## src/rtl/bitstream_packer_if.sv

```systemverilog
// Handshake bundle for bitstream_packer: codeword input side and packed-word output side.
// Optional feature macro: PACKER_BIT_COUNT_EN adds the total_bits counter output.
interface bitstream_packer_if #(
    parameter int unsigned WORD_W = 32,
    parameter int unsigned LEN_W  = 6
);
    logic              in_valid;
    logic              in_ready;
    logic [WORD_W-1:0] code;
    logic [LEN_W-1:0]  code_len;
    logic              flush;
    logic              out_valid;
    logic              out_ready;
    logic [WORD_W-1:0] out_word;
    logic              out_last;
    logic              flush_done;
`ifdef PACKER_BIT_COUNT_EN
    logic [31:0]       total_bits;

    modport master (
        output in_valid, code, code_len, flush, out_ready,
        input  in_ready, out_valid, out_word, out_last, flush_done, total_bits
    );

    modport slave (
        input  in_valid, code, code_len, flush, out_ready,
        output in_ready, out_valid, out_word, out_last, flush_done, total_bits
    );
`else
    modport master (
        output in_valid, code, code_len, flush, out_ready,
        input  in_ready, out_valid, out_word, out_last, flush_done
    );

    modport slave (
        input  in_valid, code, code_len, flush, out_ready,
        output in_ready, out_valid, out_word, out_last, flush_done
    );
`endif
endinterface

```

## src/rtl/bitstream_packer.sv

```systemverilog
// Packs variable-length codewords MSB-first into fixed WORD_W-bit words.
// A flush zero-pads the tail to a word boundary, flags the final word and pulses flush_done.
// Optional feature macro: PACKER_BIT_COUNT_EN adds a running count of accepted code bits.
module bitstream_packer #(
    parameter int unsigned WORD_W = 32,
    parameter int unsigned LEN_W  = 6
) (
    input logic               clk,
    input logic               reset_n,
    bitstream_packer_if.slave bus
);
    localparam int unsigned      ACC_W  = 2 * WORD_W;
    localparam logic [LEN_W-1:0] WORD_L = LEN_W'(WORD_W);

    typedef enum logic [1:0] {StRun, StDrain, StDone} state_e;

    state_e            state_q;
    logic [ACC_W-1:0]  acc_q, acc_shift, acc_d, placed;
    logic [LEN_W-1:0]  fill_q, fill_shift, fill_d, len_c, len_eff;
    logic [WORD_W-1:0] code_mask;
    logic              out_free, emit_full, emit_tail, accept, take_flush, in_ready, done_now;

    // Handshake decode and accumulator next-state: shift out a full word first, then append.
    always_comb begin
        out_free   = ~bus.out_valid | bus.out_ready;
        in_ready   = reset_n && (state_q == StRun) && ((fill_q < WORD_L) || out_free);
        accept     = bus.in_valid & in_ready;
        take_flush = bus.flush & in_ready;
        emit_full  = (fill_q >= WORD_L) && out_free && (state_q != StDone);
        emit_tail  = (state_q == StDrain) && (fill_q != '0) && (fill_q < WORD_L) && out_free;
        done_now   = (state_q == StDone) && !(bus.out_valid && bus.out_last);

        len_c      = (bus.code_len > WORD_L) ? WORD_L : bus.code_len;
        len_eff    = accept ? len_c : '0;
        code_mask  = (len_c == WORD_L) ? '1 : ((WORD_W'(1) << len_c) - WORD_W'(1));

        acc_shift  = emit_full ? {acc_q[WORD_W-1:0], {WORD_W{1'b0}}} : acc_q;
        fill_shift = emit_full ? (fill_q - WORD_L) : fill_q;
        // Left-justify the code in the upper half, then slide it down behind the valid bits.
        placed     = ({bus.code & code_mask, {WORD_W{1'b0}}} << (WORD_L - len_c)) >> fill_shift;
        acc_d      = accept ? (acc_shift | placed) : acc_shift;
        fill_d     = fill_shift + len_eff;

        bus.in_ready = in_ready;
    end

    // Flush FSM, accumulator and registered output word.
    always_ff @(posedge clk or negedge reset_n) begin
        if (!reset_n) begin
            state_q        <= StRun;
            acc_q          <= '0;
            fill_q         <= '0;
            bus.out_valid  <= 1'b0;
            bus.out_word   <= '0;
            bus.out_last   <= 1'b0;
            bus.flush_done <= 1'b0;
        end else begin
            bus.flush_done <= 1'b0;
            if (bus.out_valid && bus.out_ready) begin
                bus.out_valid <= 1'b0;
                bus.out_last  <= 1'b0;
            end
            unique case (state_q)
                StRun: begin
                    acc_q  <= acc_d;
                    fill_q <= fill_d;
                    if (emit_full) begin
                        bus.out_word  <= acc_q[ACC_W-1 -: WORD_W];
                        bus.out_valid <= 1'b1;
                        // A word that empties the packer on the flush cycle ends the slice.
                        bus.out_last  <= take_flush && (fill_d == '0);
                    end
                    if (take_flush) begin
                        state_q <= (fill_d == '0) ? StDone : StDrain;
                    end
                end
                StDrain: begin
                    if (emit_full) begin
                        bus.out_word  <= acc_q[ACC_W-1 -: WORD_W];
                        bus.out_valid <= 1'b1;
                        bus.out_last  <= (fill_shift == '0);
                        acc_q         <= acc_shift;
                        fill_q        <= fill_shift;
                        if (fill_shift == '0) begin
                            state_q <= StDone;
                        end
                    end else if (emit_tail) begin
                        // Bits below fill are always zero, so the tail is already padded.
                        bus.out_word  <= acc_q[ACC_W-1 -: WORD_W];
                        bus.out_valid <= 1'b1;
                        bus.out_last  <= 1'b1;
                        acc_q         <= '0;
                        fill_q        <= '0;
                        state_q       <= StDone;
                    end else if (fill_q == '0) begin
                        state_q <= StDone;
                    end
                end
                StDone: begin
                    if (done_now) begin
                        bus.flush_done <= 1'b1;
                        state_q        <= StRun;
                    end
                end
                default: state_q <= StRun;
            endcase
        end
    end

`ifdef PACKER_BIT_COUNT_EN
    // Accepted code bits since reset or the last completed flush; padding is not counted.
    always_ff @(posedge clk or negedge reset_n) begin
        if (!reset_n) begin
            bus.total_bits <= '0;
        end else if (done_now) begin
            bus.total_bits <= '0;
        end else if (accept) begin
            bus.total_bits <= bus.total_bits + 32'(len_c);
        end
    end
`endif

endmodule

```

## src/flat_wrapper.sv

```systemverilog
// flat-port wrapper written by rule: the top's interface ports become plain ports
module bitstream_packer_flat 
#(
    parameter int unsigned WORD_W = 32,
    parameter int unsigned LEN_W  = 6
)
  (clk, reset_n, bus_in_valid, bus_code, bus_code_len, bus_flush, bus_out_ready, bus_in_ready, bus_out_valid, bus_out_word, bus_out_last, bus_flush_done);
  bitstream_packer_if #(.WORD_W(WORD_W), .LEN_W(LEN_W)) bus_i ();
  input logic clk;
  input logic reset_n;
  input wire logic [$bits(bus_i.in_valid)-1:0] bus_in_valid;
  input wire logic [$bits(bus_i.code)-1:0] bus_code;
  input wire logic [$bits(bus_i.code_len)-1:0] bus_code_len;
  input wire logic [$bits(bus_i.flush)-1:0] bus_flush;
  input wire logic [$bits(bus_i.out_ready)-1:0] bus_out_ready;
  output wire logic [$bits(bus_i.in_ready)-1:0] bus_in_ready;
  output wire logic [$bits(bus_i.out_valid)-1:0] bus_out_valid;
  output wire logic [$bits(bus_i.out_word)-1:0] bus_out_word;
  output wire logic [$bits(bus_i.out_last)-1:0] bus_out_last;
  output wire logic [$bits(bus_i.flush_done)-1:0] bus_flush_done;
  assign bus_i.in_valid = bus_in_valid;
  assign bus_i.code = bus_code;
  assign bus_i.code_len = bus_code_len;
  assign bus_i.flush = bus_flush;
  assign bus_i.out_ready = bus_out_ready;
  assign bus_in_ready = bus_i.in_ready;
  assign bus_out_valid = bus_i.out_valid;
  assign bus_out_word = bus_i.out_word;
  assign bus_out_last = bus_i.out_last;
  assign bus_flush_done = bus_i.flush_done;
  bitstream_packer #(.WORD_W(WORD_W), .LEN_W(LEN_W)) u_core (.clk(clk), .reset_n(reset_n), .bus(bus_i));
endmodule
```

## config.mk

```make
export PLATFORM = sky130hd
export DESIGN_NAME = bitstream_packer_flat
export DESIGN_NICKNAME = d
export VERILOG_FILES = /design/src/rtl/bitstream_packer_if.sv /design/src/rtl/bitstream_packer.sv /design/src/flat_wrapper.sv
export SDC_FILE = /design/constraint.sdc
export NUM_CORES = 1
export LEC_CHECK = 0
export CAP_MARGIN = 20
export CORE_AREA = 3 3 174 176
export DETAILED_ROUTE_END_ITERATION = 8
export DIE_AREA = 0 0 177 179
export DONT_BUFFER_PORTS = 1
export GPL_TIMING_DRIVEN = 0
export HOLD_SLACK_MARGIN = 0.06
export PLACE_DENSITY_LB_ADDON = 0.08
export SETUP_SLACK_MARGIN = 0.15
export SLEW_MARGIN = 30
export SYNTH_ARGS = -nofsm -noshare
export SYNTH_HDL_FRONTEND = slang
export SYNTH_SLANG_ARGS = --single-unit
```

## constraint.sdc

```tcl
create_clock -name clk -period 3.2 [get_ports clk]
set_clock_uncertainty 0.15 [all_clocks]
set_input_delay 0.48 -clock clk [delete_from_list [all_inputs] [get_ports clk]]
set_output_delay 0.48 -clock clk [all_outputs]
set_load 0.03 [all_outputs]
```

### Yosys cells after proc, flatten, opt, wreduce, memory -nomap -nowiden

Cells that the tools add are included.
Widths: inputs -> output; s select.

* bits in registers: 107
* bits in latches: 0
* RAM bits: 0
* ROM bits: 0
* input port bits: 43
* output and inout port bits: 36
* memories: 0

* add/sub/neg operators: 4
* multiply operators: 0
* div/mod/pow operators: 0
* $lt $le $gt $ge: 3
* eq/ne operators: 10
* shifts and indexed selects: 3
* muxes and demuxes: 36
* bitwise operators: 6
* reduce and logical (&&, ||, !) cells: 22

Operators with widths (count)
* $mux 64: 4
* $mux 32: 4
* $pmux 64 s2: 1
* $or 64x64->64: 1
* $pmux 32 s2: 1
* $shl 64x6->64: 1
* $shr 64x6->64: 1
* $and 32x32->32: 1
* $shl 1x6->32 const A: 1
* $sub 32x1->32 const B: 1
* $mux 6: 5
* $logic_not 6->1: 3
* $mux 2: 7
* $pmux 6 s2: 1
* $logic_and 1x1->1: 11
* $mux 1: 10
* $add 6x6->6: 1
* $eq 6x6->1 const B: 1
* $ge 6x6->1 const B: 1
* $gt 6x6->1 const B: 1
* $lt 6x6->1 const B: 1
* $ne 2x1->1 const B: 3
* $pmux 2 s3: 1
* $reduce_bool 6->1: 1
* 19 further kinds: 21

### Longest topological paths before layout

* depth after elaboration: 11
* gate-level depth with buffers: 27
* depth with buffers taken out: 20

### Worst setup path before layout

Ideal clock, no wire load.

* path type: input-to-reg
* from: input port bus_code_len[0]
* to: register u_core.acc_q[29]
* data arrival time: 6.241 ns
* setup slack: -3.260 ns
* stages: 26
* buffers on the path: 6
* cell sequence: clkbuf_1 -> nor2b_1 -> clkbuf_1 -> inv_1 -> buf_2 -> buf_1 -> buf_1 -> ha_1 -> ha_1 -> clkbuf_1 -> nor4b_4 -> inv_1 -> ha_1 -> a21boi_0 -> o32ai_1 -> nor2_1 -> a31oi_2 -> o2bb2a_1 -> a21o_1 -> a2111o_1 -> o2111ai_2 -> o31ai_2 -> o221a_1 -> a41o_1 -> or4_1 -> nand3_1

* cells in the longest elaborated chain, start to end: 11

RTL lines
* from (decl): RTL line flat_wrapper.sv:13 `input wire logic [$bits(bus_i.code_len)-1:0] bus_code_len;`
* $gt 6x6->1: RTL line bitstream_packer.sv:33 `len_c = (bus.code_len > WORD_L) ? WORD_L : bus.code_len;`
* $mux 6 *: RTL line bitstream_packer.sv:33
* $shl 1x6->32: RTL line bitstream_packer.sv:35 `code_mask = (len_c == WORD_L) ? '1 : ((WORD_W'(1) << len_c) - WORD_W'(1));`
* $sub 32x1->32: RTL line bitstream_packer.sv:35
* $mux 32: RTL line bitstream_packer.sv:35
* $and 32x32->32: RTL line bitstream_packer.sv:40 `placed = ({bus.code & code_mask, {WORD_W{1'b0}}} << (WORD_L - len_c)) >> fill_shift;`
* $shl 64x6->64 *: RTL line bitstream_packer.sv:40
* $shr 64x6->64 *: RTL line bitstream_packer.sv:40
* $or 64x64->64 *: RTL line bitstream_packer.sv:41 `acc_d = accept ? (acc_shift | placed) : acc_shift;`
* $mux 64 *: RTL line bitstream_packer.sv:41
* $pmux 64 s2 *: RTL line bitstream_packer.sv:63 `unique case (state_q)`
* to (signal assigned): RTL line bitstream_packer.sv:82 `acc_q <= acc_shift;`
* to (decl): RTL line bitstream_packer.sv:18 `logic [ACC_W-1:0] acc_q, acc_shift, acc_d, placed;`

Mark *: on every way between the ends. The rest lies on a longest branch, timed or not.
A chain may end at the register's enable or synchronous reset.

### Worst setup path in the final report

* from: input port bus_code_len[0]
* to: register u_core.acc_q[0]

The elaborated chain is that of the path after synthesis.

==> reports/qor.txt <==
Status -> finished, violations left
Failing checks -> negative hold slack, negative setup slack
Sequential area share after synthesis -> 23.3%
CTS H-tree depth -> 3
Maximum VDD drop -> 0.000327 V
# port buffers -> 0
Setup WS post-layout -> -2.29 ns
Most common cell in the netlist -> nand2_1
Final critical-path required period -> 5.49 ns
Placed cell areas -> 12,300 um2
Initial antenna violation count -> 1
FF-to-FF End -> u_core.acc_q[26]$_DFFE_PN0P_
Share of the synthesized area in the top cell type -> 23.3%
Layout area overhead -> 38.8%
Asr flop ratio synth -> 100%
Std-Cell Rows -> 62
First-pass GRT wire length -> 91,500 um
Overall routing resource usage -> 38.3%
Req. time, crit path -> 3.28 ns
#FFs+latches synth -> 107
Final hold slack -> -0.325 ns
Max-slew headroom -> 36.7%
CTS Buffer Depth -> 2
Tot Pwr -> 12.7 mW
WL/cell -> 30.4 um
Synth warnings -> 0
Largest net degree at the start of global routing -> 109
Core Box Area -> 28,800 um2
Startpoint Class -> input port
# IOs -> 79
Drt first pass iters -> 7
Number of synthesized flops with an enable pin -> 0
Dominant synthesized flop cell -> dfrtp_1
Cells after Synth -> 1,491
TritonCTS clock tree -> yes
Max Fclk -> 182 MHz
Layout cells sized above 1 -> 34.4%
Slowest cell on crit path -> mux4_2
Worst Tran Pin Value -> 0.950 ns
Crit Path Max Fanout -> 10
Setup violations, final -> 67
WL final -> 62,100 um
Worst-path clk slew -> 0.07 ns
Layout Nets -> 1,711
Post-Layout Inst Area -> 16,000 um2
CP dominant cell by count -> clkbuf_16
Tcrit/Tclk final -> 171%
Vias/cell -> 7.12
CTS Buf Count -> 9
Dominant cells by area after synthesis -> dfrtp_1 23%, nand2_1 5.4%, mux2_2 5.0%
Synth cell count leaders -> 166 x nand2_1, 128 x nor2_1, 107 x dfrtp_1
Power per cell area -> 798 nW/um2
Max-cap viol count -> 0
Crit path kind -> input port to register
Crit-path max cell delay -> 0.57 ns
HP Class -> input port to asynchronous set/reset pin
Via count -> 14.6k
CP Capture Type -> register
Total congestion overflow -> 0
Launch point of the worst reg-to-reg path -> u_core.bus.out_valid$_DFF_PN0_
Initial core utilization -> 40.0%
Clock Tree Root -> clkbuf_16
Die area -> 31,700 um2
Die width -> 177 um
Count of final hold-check violations -> 107
DP HPWL -> 46,800 um
Worst-path cell chain -> clkbuf_16, nor2b_4, buf_8, buf_8, buf_12, clkbuf_16, ha_4, clkbuf_16, clkbuf_16, nand2_2, ha_4, a21boi_4, nand4_1, buf_6, nor3_1, nor3_1, o2bb2ai_2, o21ai_0, a22o_2, a21o_1, mux4_2, mux2_4, o22ai_4, o21ai_1
ANT nets after route -> 0
Vias in the first global route -> 14.0k
Detailed router's first-iteration violation count -> 1,675
R2R setup slack -> -0.98 ns
Clock tree sinks -> 107
Net Count, Synth -> 1,548
RSZ-0062 raised after global routing -> true
Worst Path Arrival -> 5.57 ns
Largest area contributor in the netlist -> dfrtp_1
Average size of a mapped cell -> 7.72 um2
Synth cell types -> 102
Die height -> 179 um
Cell area after synthesis -> 11,500 um2
P_leak -> 6.23 nW
Slew Limit Fails -> 0
Clk_lat worst skew -> 0.36 ns
DRC viols -> 0
Gp weighted congestion -> 1.04
Worst reg2reg path depth -> 11
## repair_timing
action                     in CTS  in global routing
hold endpoints to repair      107                107
cloned                          2                  0
setup buffers                 125                 26
resized for setup             358                 82
setup endpoints to repair     101                103
pin swaps                     117                 67
## cells by family (layout without fill, tap and decap cells)
kind of cell | Yosys count | count (layout) | share of synthesized area [%]
compound gates | 542 | 542 | 34.5
other cells | 0 | 1 | 0
xor+xnor | 11 | 11 | 0.837
buf+inv | 152 | 320 | 5.39
flops | 107 | 107 | 23.3
fa+ha+maj | 14 | 14 | 1.59
simple gates | 568 | 568 | 24.7
mux | 97 | 97 | 9.76
## metal layers
layer | part of all wire, % | wire length (um) | GRT usage, % | vias up
li1 | - | - | - | 6161
met1 | 38 | 23400 | 45.9 | 7148
met2 | 45 | 28200 | 63.1 | 952
met3 | 8.1 | 5060 | 6.48 | 292
met4 | 8.7 | 5410 | 25.9 | 0
met5 | 0 | 0 | 0 | -
## state kept, by name, summed over array words and instances (netlist names)
signal	count
u_core.bus.out_word	32
u_core.bus.out_last	1
u_core.state_q	2
u_core.acc_q	64
u_core.bus.out_valid	1
u_core.bus.flush_done	1
u_core.fill_q	6
## worst max-delay path: cells and delay by family
family,cells,cell delay [ns]
buffers and inverters,8,1.31
AOI/OAI and AO/OA,7,1.58
and+or+nand+nor,5,0.95
adders and majority gates,2,0.34
muxes,2,0.90
## cells in the final DEF (no fill, tap or decap), types with 32 or more instances in the layout
cell and instances:
nand2_1 159, buf_4 124, nor2_1 114, dfrtp_1 105, a21oi_1 61, clkbuf_1 58
nand3_1 56, o21ai_0 41, mux2_2 39, a22oi_1 36, buf_6 33, nor3_1 32
## area by class of cell
type                    instances  area, um2
repair buffers                154       1330
diodes                          1       2.50
clock inverters                 5       35.0
fillers                      2679      12800
well taps                     384        480
plain buffers                 115        803
flip-flops and latches        107       2680
multi-input cells            1232      10200
inverters                      35        146
clock buffers                  11        253
## worst max path at each step
stage	slack, ns	endpoint	start	cells after the start
6_report	-2.29	u_core.acc_q[0]$_DFFE_PN0P_	bus_code_len[0]	24
5_1_grt	-2.37	u_core.acc_q[7]$_DFFE_PN0P_	bus_code_len[0]	24
4_1_cts	-2.27	u_core.acc_q[35]$_DFFE_PN0P_	bus_code_len[0]	25
3_5_place_dp	-4.00	u_core.acc_q[35]$_DFFE_PN0P_	bus_code_len[0]	23
3_3_place_gp	-4.02	u_core.acc_q[37]$_DFFE_PN0P_	bus_code_len[0]	25
2_1_floorplan	-2.23	u_core.acc_q[29]$_DFFE_PN0P_	bus_code_len[0]	27
## through the flow
| step | setup slack (ns) | std cells | setup TNS [ns] | utilization, % |
|---|---|---|---|---|
| final | -2.29 | 2044 | -136.84 | 55.5 |
| after global routing | -2.37 | 2043 | -143.75 | 55.5 |
| after CTS | -2.27 | 2017 | -129.82 | 53.3 |
| after detailed placement | -4.00 | 1876 | -253.31 | 42.8 |
| after global placement | -4.02 | 1875 | -254.20 | 42.8 |
| after floorplan | -2.23 | 1491 | -123.54 | - |
## report_power, final
group	switching (mW)	total (mW)	internal, mW
registers	0.717	2.57	1.85
logic	5.38	9.08	3.70
clock network	0.524	1.10	0.573
total	6.62	12.7	6.13
No activity file was read; power rests on OpenSTA's default activity.
